### src/rtl/camera_pkg.sv
// Shared camera definitions: frame geometry, RAM/pixel widths and the
// frame reader state encoding. Used by the frame reader and the capture writer.
package camera_pkg;

    localparam int FRAME_W      = 96;
    localparam int FRAME_H      = 96;
    localparam int FRAME_PIXELS = FRAME_W * FRAME_H;
    localparam int ADDR_W       = 15;
    localparam int PIX_W        = 8;

    // Frame reader states:
    //   IDLE  - waiting for a start request
    //   FETCH - RAM addresses still to issue
    //   DRAIN - every address issued, buffered/in-flight pixels still pending
    //   DONE  - single cycle that pulses the done strobe
    typedef enum logic [1:0] {
        ST_IDLE  = 2'd0,
        ST_FETCH = 2'd1,
        ST_DRAIN = 2'd2,
        ST_DONE  = 2'd3
    } reader_state_t;

    // Pixels that will sit in the 2-entry buffer at the end of this cycle if
    // no new read is issued: what is stored, plus the RAM word landing now,
    // minus the pixel the consumer takes now.
    function automatic logic [2:0] occupancy_after(
        input logic [1:0] count,
        input logic       in_flight,
        input logic       pop
    );
        return {1'b0, count} + {2'b00, in_flight} - {2'b00, pop};
    endfunction

endpackage

### src/rtl/pixel_skid_fifo.sv
// Two-entry pixel buffer between the RAM read port and the pixel consumer.
// Push and pop may happen in the same cycle, also when the buffer is full.
// The head entry is presented directly from its register, so it stays stable
// for as long as it is not popped.
module pixel_skid_fifo #(
    parameter int WIDTH = 10
) (
    input  logic             i_Clk,
    input  logic             i_Rst,
    input  logic             push,
    input  logic [WIDTH-1:0] push_data,
    input  logic             pop,
    output logic [WIDTH-1:0] head_data,
    output logic             full,
    output logic             empty,
    output logic [1:0]       count
);

    localparam int DEPTH = 2;

    logic             wr_ptr_reg;
    logic             rd_ptr_reg;
    logic [1:0]       count_reg;
    logic             do_push;
    logic             do_pop;
    logic [WIDTH-1:0] entry_data [DEPTH];

    // A pop of an empty buffer is ignored; a push into a full buffer is only
    // accepted when the head leaves in the same cycle.
    assign do_pop  = pop && (count_reg != 2'd0);
    assign do_push = push && ((count_reg != 2'(DEPTH)) || do_pop);

    genvar gi;
    generate
        for (gi = 0; gi < DEPTH; gi++) begin : g_entry
            logic [WIDTH-1:0] entry_reg;

            // Storage slot gi, written when the write pointer selects it
            always_ff @(posedge i_Clk or posedge i_Rst) begin
                if (i_Rst) begin
                    entry_reg <= '0;
                end else if (do_push && (wr_ptr_reg == 1'(gi))) begin
                    entry_reg <= push_data;
                end
            end

            assign entry_data[gi] = entry_reg;
        end
    endgenerate

    // Pointer and occupancy bookkeeping
    always_ff @(posedge i_Clk or posedge i_Rst) begin
        if (i_Rst) begin
            wr_ptr_reg <= 1'b0;
            rd_ptr_reg <= 1'b0;
            count_reg  <= 2'd0;
        end else begin
            if (do_push) begin
                wr_ptr_reg <= ~wr_ptr_reg;
            end
            if (do_pop) begin
                rd_ptr_reg <= ~rd_ptr_reg;
            end
            count_reg <= count_reg + {1'b0, do_push} - {1'b0, do_pop};
        end
    end

    assign head_data = entry_data[rd_ptr_reg];
    assign full      = (count_reg == 2'(DEPTH));
    assign empty     = (count_reg == 2'd0);
    assign count     = count_reg;

endmodule

### src/rtl/frame_reader.sv
// Frame reader: on a start request, streams one frame out of the frame RAM
// as a valid/ready pixel stream tagged with start-of-frame and end-of-frame.
// The RAM answers one cycle after a read strobe; returned words land in a
// 2-entry buffer, and reads are throttled so that buffered plus in-flight
// pixels never exceed the buffer, which keeps one pixel per cycle with the
// consumer always ready and loses nothing when it stalls.
module frame_reader #(
    parameter int FRAME_PIXELS = camera_pkg::FRAME_PIXELS,
    parameter int ADDR_W       = camera_pkg::ADDR_W,
    parameter int PIX_W        = camera_pkg::PIX_W
) (
    input  logic              i_Clk,
    input  logic              i_Rst,
    input  logic              i_Start,
    output logic [ADDR_W-1:0] o_RAM_Adress,
    output logic              o_RAM_Rd_En,
    input  logic [PIX_W-1:0]  i_RAM_Data,
    output logic [PIX_W-1:0]  o_Pixel,
    output logic              o_Pixel_Valid,
    input  logic              i_Pixel_Ready,
    output logic              o_SOF,
    output logic              o_EOF,
    output logic              o_Busy,
    output logic              o_Done
);

    import camera_pkg::reader_state_t;
    import camera_pkg::ST_IDLE;
    import camera_pkg::ST_FETCH;
    import camera_pkg::ST_DRAIN;
    import camera_pkg::ST_DONE;
    import camera_pkg::occupancy_after;

    localparam logic [ADDR_W-1:0] LAST_ADDR = ADDR_W'(FRAME_PIXELS - 1);
    // Buffer word layout: {eof, sof, pixel}
    localparam int BUF_W   = PIX_W + 2;
    localparam int SOF_BIT = PIX_W;
    localparam int EOF_BIT = PIX_W + 1;

    reader_state_t     state_reg;
    logic [ADDR_W-1:0] addr_reg;
    logic              busy_reg;
    logic              done_reg;

    // Tags of the read issued last cycle, travelling with its returning data
    logic              in_flight_reg;
    logic              sof_flight_reg;
    logic              eof_flight_reg;

    logic [BUF_W-1:0]  push_word;
    logic [BUF_W-1:0]  head_word;
    logic              fifo_full;
    logic              fifo_empty;
    logic [1:0]        fifo_count;

    logic              pixel_pop;
    logic              rd_en;
    logic              last_issue;
    logic              eof_pop;

    // A transfer happens whenever the head is valid and the consumer is ready
    assign pixel_pop = !fifo_empty && i_Pixel_Ready;

    // Issue a read only while addresses remain and the word it returns next
    // cycle is guaranteed a free slot even if the consumer stalls from now on.
    // The same-cycle pop is credited so a steady stream needs no bubbles.
    assign rd_en = (state_reg == ST_FETCH)
                && (!fifo_full || pixel_pop)
                && (occupancy_after(fifo_count, in_flight_reg, pixel_pop) < 3'd2);

    assign last_issue = rd_en && (addr_reg == LAST_ADDR);
    assign eof_pop    = pixel_pop && head_word[EOF_BIT];

    // Frame sequencing: state, read address and the busy/done strobes
    always_ff @(posedge i_Clk or posedge i_Rst) begin
        if (i_Rst) begin
            state_reg <= ST_IDLE;
            addr_reg  <= '0;
            busy_reg  <= 1'b0;
            done_reg  <= 1'b0;
        end else begin
            done_reg <= 1'b0;
            case (state_reg)
                ST_IDLE: begin
                    if (i_Start) begin
                        state_reg <= ST_FETCH;
                        addr_reg  <= '0;
                        busy_reg  <= 1'b1;
                    end
                end
                ST_FETCH: begin
                    if (rd_en) begin
                        if (last_issue) begin
                            // Every address issued; park the counter at 0
                            state_reg <= ST_DRAIN;
                            addr_reg  <= '0;
                        end else begin
                            addr_reg <= addr_reg + 1'b1;
                        end
                    end
                end
                ST_DRAIN: begin
                    if (eof_pop) begin
                        state_reg <= ST_DONE;
                        busy_reg  <= 1'b0;
                        done_reg  <= 1'b1;
                    end
                end
                ST_DONE: begin
                    // Start requests seen here are deliberately dropped
                    state_reg <= ST_IDLE;
                end
                default: begin
                    state_reg <= ST_IDLE;
                    busy_reg  <= 1'b0;
                end
            endcase
        end
    end

    // Track the outstanding RAM read and its frame-boundary tags
    always_ff @(posedge i_Clk or posedge i_Rst) begin
        if (i_Rst) begin
            in_flight_reg  <= 1'b0;
            sof_flight_reg <= 1'b0;
            eof_flight_reg <= 1'b0;
        end else begin
            in_flight_reg  <= rd_en;
            sof_flight_reg <= rd_en && (addr_reg == '0);
            eof_flight_reg <= last_issue;
        end
    end

    assign push_word = {eof_flight_reg, sof_flight_reg, i_RAM_Data};

    pixel_skid_fifo #(
        .WIDTH (BUF_W)
    ) u_pixel_buf (
        .i_Clk     (i_Clk),
        .i_Rst     (i_Rst),
        .push      (in_flight_reg),
        .push_data (push_word),
        .pop       (pixel_pop),
        .head_data (head_word),
        .full      (fifo_full),
        .empty     (fifo_empty),
        .count     (fifo_count)
    );

    assign o_RAM_Adress  = addr_reg;
    assign o_RAM_Rd_En   = rd_en;
    assign o_Pixel       = head_word[PIX_W-1:0];
    assign o_Pixel_Valid = !fifo_empty;
    // Tags are only meaningful alongside a valid pixel
    assign o_SOF         = !fifo_empty && head_word[SOF_BIT];
    assign o_EOF         = !fifo_empty && head_word[EOF_BIT];
    assign o_Busy        = busy_reg;
    assign o_Done        = done_reg;

endmodule

### config.mk
export PLATFORM = sky130hd
export DESIGN_NAME = frame_reader
export DESIGN_NICKNAME = d
export VERILOG_FILES = /design/src/rtl/camera_pkg.sv /design/src/rtl/pixel_skid_fifo.sv /design/src/rtl/frame_reader.sv
export SDC_FILE = /design/constraint.sdc
export NUM_CORES = 1
export LEC_CHECK = 0
export ABC_AREA = 1
export CAP_MARGIN = 10
export CORE_MARGIN = 2
export CORE_UTILIZATION = 33
export CTS_CLUSTER_DIAMETER = 80
export DETAILED_ROUTE_END_ITERATION = 16
export SETUP_SLACK_MARGIN = 0.2
export SLEW_MARGIN = 10
export SYNTH_ARGS = -nofsm -noshare
export SYNTH_HDL_FRONTEND = slang
export SYNTH_HIERARCHICAL = 1
export SYNTH_SLANG_ARGS = --single-unit
### constraint.sdc
create_clock -name i_Clk -period 4.36 [get_ports i_Clk]
set_input_delay 0.436 -clock i_Clk [delete_from_list [all_inputs] [get_ports i_Clk]]
set_output_delay 0.436 -clock i_Clk [all_outputs]
set_load 0.1 [all_outputs]
==> impl_metrics.yaml, run 1 <==
logic_synthesis:
  synth-edff-count: 0
  yosys_warnings: 6
  async_flop_share_pct: 100
  syn_nets: 385
  ys_seq_area_share_pct: 42.2
  syn-instance-count: 365
  synth.most_common_cell: "nand2_1"
  syn_area_per_cell_um2: 7.47
  yosys.area.top_type: "dfrtp_1"
  synth_flop_cell: "dfrtp_1"
  synthTopCellsByCount: "nand2_1, dfrtp_1, inv_1"
  synthTopCellsByArea: "dfrtp_1, nand2_1, nand4_1"
  synth_top_cell_area_share_pct: 42.2
  syn-cell-area_mm2: 0.00273
  ys_seq_elements: 46
  synth_cell_type_count: 30
cts:
  cts.clk_slew.worst_paths_ns: 0.10
  cts_resized: 0
  cts_sinks: 46
  clock_latency_ns: 0.30
  post_cts_buffers: 0
  cts_tree: "built"
  clockBufferDepth: 2
  htree_num_levels: 2
  hold_buffers: 0
  cts_made_buffers: 5
  root_buffer: "clkbuf_8"
floorplan:
  die_w_um: 94.9
  die_y_um: 94.9
  die-area_mm2: 0.00901
  io_pins: 41
  start_util_pct: 33.7
  core-area_mm2: 0.00809
  rows: 33
placed_design:
  place_area_mm2: 0.00318
  gp_congestion: 0.858
  io_buffers: 40
  dp_hpwl_um: 4450
  dp_slack_ns: 1.44
finish:
  postLayoutCellArea_mm2: 0.00330
  drive_gt1_share_pct: 7.23
  largest_register_ffs: 20
  antenna_cells: 0
  fin_nets: 420
  syn_to_final_growth_pct: 21.0
timing:
  fin_worst_hold_slack_ns: 0.476
  min_period_ns: 3.16
  rsz0062_at_grt: "no"
  setup_viol: 0
  max_freq_mhz: 317
  tightestPinTransition_ns: 0.985
  finalCritPeriodShare_pct: 72.4
  finalSetupTns_ns: 0
  slew_headroom_pct: 34.2
  maxSlewViolCount: 0
  fin_skew_ns: 0.00533
  hold_viol: 0
  setup_slack_ns: 1.20
power_and_ir_drop:
  switching_power_w: 0.00128
  swShare_pct: 55.0
  combPwrFrac_pct: 57.3
  internal_power_w: 0.00105
  powerDensity_mw_per_mm2: 706
  total_leakage_power_nw: 1.62
  pwr-share-clk_pct: 14.6
  vdd_drop_max_mv: 0.349
  seq_power_share_pct: 28.0
  finalPower_w: 0.00233
detailed_routing:
  drtIter0Drc: 68
  ant_nets: 0
  via_per_inst: 4.67
  drt-pass1-iter-count: 4
  vias: 2362
  drt-wirelength-per-cell_um: 12.5
  wirelength_um: 6310
  drc_errors: 0
job:
  maxCapViolations: 0
setup_path:
  rr_startpoint: "u_pixel_buf/count[1]"
  crit_required_ns: 3.92
  endpoint: "o_RAM_Rd_En"
  crit_start: "u_pixel_buf/count[1]"
  cp_slowest_stage_delay_ns: 0.51
  path_max_fanout: 6
  cp-end-kind: "primary output"
  cp_common_cell: "inv_1"
  crit_type: "reg -> out"
  timing.rr.end: "o_RAM_Adress[13]"
  crit_slowest_cell: "dfrtp_1"
  start_kind: "flip-flop"
  crit_path_cell_trace: "inv_1 > nand2_1 > inv_1 > inv_2 > nand2_2 > nor2_1 > o21ai_0 > fa_1 > nand2_1 > clkinv_1 > nand3_4 > inv_1 > buf_4"
  rrSetupSlack_ns: 1.57
  reg2reg_depth: 16
  critical_path_arrival_ns: 2.72
global_route:
  grt_overflow: 0
  grt_max_degree: 28
  track_usage_pct: 15.5
  grt_pass1_wl_um: 11200
  grt_pass1_vias: 2447
  antenna_found_initial: 0
worst_hold_path:
  whs_path_depth: 2
  hp-class: "reg -> reg"
run_status:
  status: "finished clean"
-- layout make-up --
cell class	count	area [um^2]
clock buffers	5	68.8
clock inverters	3	48.8
fillers	868	4790
inverters	37	139
multi-input cells	269	1360
flip-flops and latches	46	1150
well taps	105	131
repair buffers	41	405
-- routing by layer --
layer	track usage, %	vias to the layer above	share of wire (%)
met1	20.8	1086	49
met3	2.71	4	4.2
li1	-	1219	-
met4	3.62	0	0.76
met5	0	-	0
met2	25.9	53	46
-- power groups by stage --
stage | clock network (W) | logic, W | registers (W)
finish | 0.000341 | 0.00133 | 0.000653
global route | 0.000368 | 0.00146 | 0.000676
CTS | 0.000352 | 0.00135 | 0.000654
detailed placement | 0 | 0.00134 | 0.000661
global placement | 0 | 0.00133 | 0.000658
floorplan | 0 | 0.00106 | 0.000699
-- placed cells by master, fill, tap and decap left out, drive strengths merged --
cell           count
clkbuf             5
a21oi              1
clkdlybuf4s50     39
nor3b              1
clkinvlp           1
fa                 1
nand4             25
xnor2              1
inv               37
or2                1
clkinv             1
ha                 7
nand3b             3
nor4               2
o31ai              1
nor2              36
nand3             22
bufinv             1
buf                2
nand2            148
xor2              10
dfrtp             46
o21ai             10
-- through the flow --
stage,cells,util (%)
after floorplan,365,-
after global placement,498,39.3
after detailed placement,498,39.3
after CTS,506,40.8
after global routing,506,40.8
final,506,40.8
-- kinds of logic (layout without fill, tap and decap cells) --
kind of cell               after synthesis  in the layout  share of synthesized area [%]
and+or+nand+nor                        238            238                           39.4
buffers and inverters                   50             86                           8.12
xor gates and xnor gates                11             11                           3.53
DFF                                     46             46                           42.2
AOI/OAI and AO/OA                       12             12                           2.84
adders and majority gates                8              8                           3.94
-- how the worst min path moves through the flow --
stage                                              from                             endpoint
floorplan                                         i_Rst                       eof_flight_reg
CTS                 u_pixel_buf/g_entry[0].entry_reg[0]  u_pixel_buf/g_entry[0].entry_reg[0]
detailed placement  u_pixel_buf/g_entry[0].entry_reg[0]  u_pixel_buf/g_entry[0].entry_reg[0]
finish              u_pixel_buf/g_entry[0].entry_reg[2]  u_pixel_buf/g_entry[0].entry_reg[2]
global route        u_pixel_buf/g_entry[0].entry_reg[6]  u_pixel_buf/g_entry[0].entry_reg[6]
global placement    u_pixel_buf/g_entry[1].entry_reg[8]  u_pixel_buf/g_entry[1].entry_reg[8]
-- critical path: cells and delay by family, from the launching register on --
family                     cells  cell delay (ns)
buffers and inverters          6             0.74
DFF                            1             0.51
and+or+nand+nor                5             0.51
adders and majority gates      1             0.51
AOI/OAI and AO/OA              1             0.14
(Power assumes the default switching activity.)
==> run 2, diff against run 1 <==
==> constraint.sdc (replaced) <==
create_clock -name i_Clk -period 2.8 [get_ports i_Clk]
set_input_delay 0.28 -clock i_Clk [delete_from_list [all_inputs] [get_ports i_Clk]]
set_output_delay 0.28 -clock i_Clk [all_outputs]
set_load 0.1 [all_outputs]
==> run 2 against run 1 <==
- cell area up 4.3%
- clock power up 54%
- die area unchanged
- critical path type unchanged
- largest cell class unchanged
==> impl_metrics.yaml, run 2 (synthesis gave the netlist of run 1 again) <==
run_status:
  status: "finished clean"
setup_path:
  crit_type: "reg -> out"
  path_max_fanout: 4
  cp-end-kind: "primary output"
  crit_required_ns: 2.52
  start_kind: "flip-flop"
  critical_path_arrival_ns: 2.23
timing:
  setup_viol: 0
  rsz0062_at_grt: "yes"
  finalSetupTns_ns: 0
  min_period_ns: 2.51
  fin_skew_ns: 0.0102
  maxSlewViolCount: 0
  slew_headroom_pct: 43.6
  max_freq_mhz: 398
  tightestPinTransition_ns: 0.844
  finalCritPeriodShare_pct: 89.8
  hold_viol: 0
finish:
  fill_cells: 834
  drive_gt1_share_pct: 20.2
  layout_common_cells: "nand2_1, dfrtp_1, buf_4"
  postLayoutCellArea_mm2: 0.00344
  largest_register_ffs: 20
  final_common_cell: "nand2_1"
  antenna_cells: 0
  syn_to_final_growth_pct: 26.1
  fin_nets: 435
detailed_routing:
  drt-pass1-iter-count: 4
  drt-wirelength-per-cell_um: 12.7
  vias: 2458
  wirelength_um: 6610
  ant_nets: 0
  drtIter0Drc: 106
  drc_errors: 0
  via_per_inst: 4.72
floorplan:
  core-area_mm2: 0.00809
  die-area_mm2: 0.00901
  start_util_pct: 33.7
  io_pins: 41
  rows: 33
  die_w_um: 94.9
  die_y_um: 94.9
placed_design:
  place_area_mm2: 0.00320
  gp_congestion: 0.865
  io_buffers: 40
  dp_hpwl_um: 4500
cts:
  root_buffer: "clkbuf_8"
  cts_sinks: 46
  cts.clk_slew.worst_paths_ns: 0.10
  clockBufferDepth: 2
  cts_tree: "built"
  hold_buffers: 0
  clock_latency_ns: 0.31
  htree_num_levels: 2
  cts_made_buffers: 5
global_route:
  grt_max_degree: 27
  grt_overflow: 0
  grt_pass1_wl_um: 11100
  track_usage_pct: 15.8
  antenna_found_initial: 0
  grt_pass1_vias: 2335
job:
  maxCapViolations: 0
power_and_ir_drop:
  total_leakage_power_nw: 1.76
  powerDensity_mw_per_mm2: 1150
  vdd_drop_max_mv: 0.498
worst_hold_path:
  hp-class: "in -> async"
run 2: cell types whose count changed in the layout (fill, tap and decap cells not counted), sizes merged:
cell	before	now
buf	2	43
clkdlybuf4s50	39	11
clkinvlp	1	2
inv	37	36
nand2	148	150
run 2: path summary, 6_finish.rpt:
path,end,cells after the start,startpoint,slack (ns)
max in group asynchronous,o_RAM_Adress[12],2,i_Rst,1.81
min in group i_Clk,u_pixel_buf/g_entry[0].entry_reg[4],2,u_pixel_buf/g_entry[0].entry_reg[4],0.48
worst min-delay path,u_pixel_buf/g_entry[0].entry_reg[7],3,i_Rst,0.34
worst min register to register,u_pixel_buf/g_entry[0].entry_reg[4],2,u_pixel_buf/g_entry[0].entry_reg[4],0.48
worst max-delay path,o_RAM_Rd_En,14,u_pixel_buf/count[0],0.29
worst max register to register,o_RAM_Adress[11],18,u_pixel_buf/count[0],0.37
run 2: layout make-up:
type	count	area [um^2]	share of cell area, %
Multi-Input combinational cell	271	1410	41.1
Sequential cell	46	1150	33.5
Timing Repair Buffer	54	462	13.4
Inverter	37	164	4.76
Tap cell	105	131	3.82
Clock buffer	5	68.8	2.00
Clock inverter	3	48.8	1.42
run 2: through the flow:
step	hold WS, ns	util [%]	std cells	worst slack (ns)	total power (W)
after CTS	0.348	41.6	515	0.210	0.00383
after global placement	0.453	39.6	502	0.247	0.00319
after global routing	0.372	42.5	521	0.145	0.00421
after floorplan	0.269	-	365	0.0504	0.00280
after detailed placement	0.458	39.6	502	0.198	0.00323
final	0.336	42.5	521	0.286	0.00395
run 2: report_power, final:
group / switching (W) / internal [W] / total (W)
clock network: 0.000253 / 0.000272 / 0.000525
logic: 0.00175 / 0.000668 / 0.00242
registers: 0.000158 / 0.000850 / 0.00101
total: 0.00216 / 0.00179 / 0.00395
run 2: worst max-delay path: stages, from the launching register on:
cell and delay [ns]:
dfrtp_2 0.42, inv_2 0.08, nand2_4 0.07, inv_6 0.08, inv_12 0.03, nand2_8 0.07, inv_4 0.04, nor2_4 0.07
o21ai_2 0.06, fa_1 0.46, nand2_1 0.09, clkinv_2 0.06, nand3_4 0.08, clkinvlp_4 0.12, buf_12 0.18
run 2: per-layer routing:
| layer | track usage (%) | part of all wire [%] | vias to the layer above |
|---|---|---|---|
| li1 | - | - | 1254 |
| met4 | 5.19 | 1.5 | 0 |
| met5 | 0 | 0 | - |
| met1 | 20.8 | 46 | 1155 |
| met3 | 2.95 | 3.8 | 10 |
| met2 | 26.0 | 48 | 39 |
run 2: repair_timing:
action / 4_1_cts / 5_1_grt
resized for setup: 4 / 4
gates cloned: 0 / 2
endpoints found under the setup margin: 1 / 17
hold endpoints to repair: 0 / 0
setup buffers: 5 / 4
pin swaps: 2 / 3
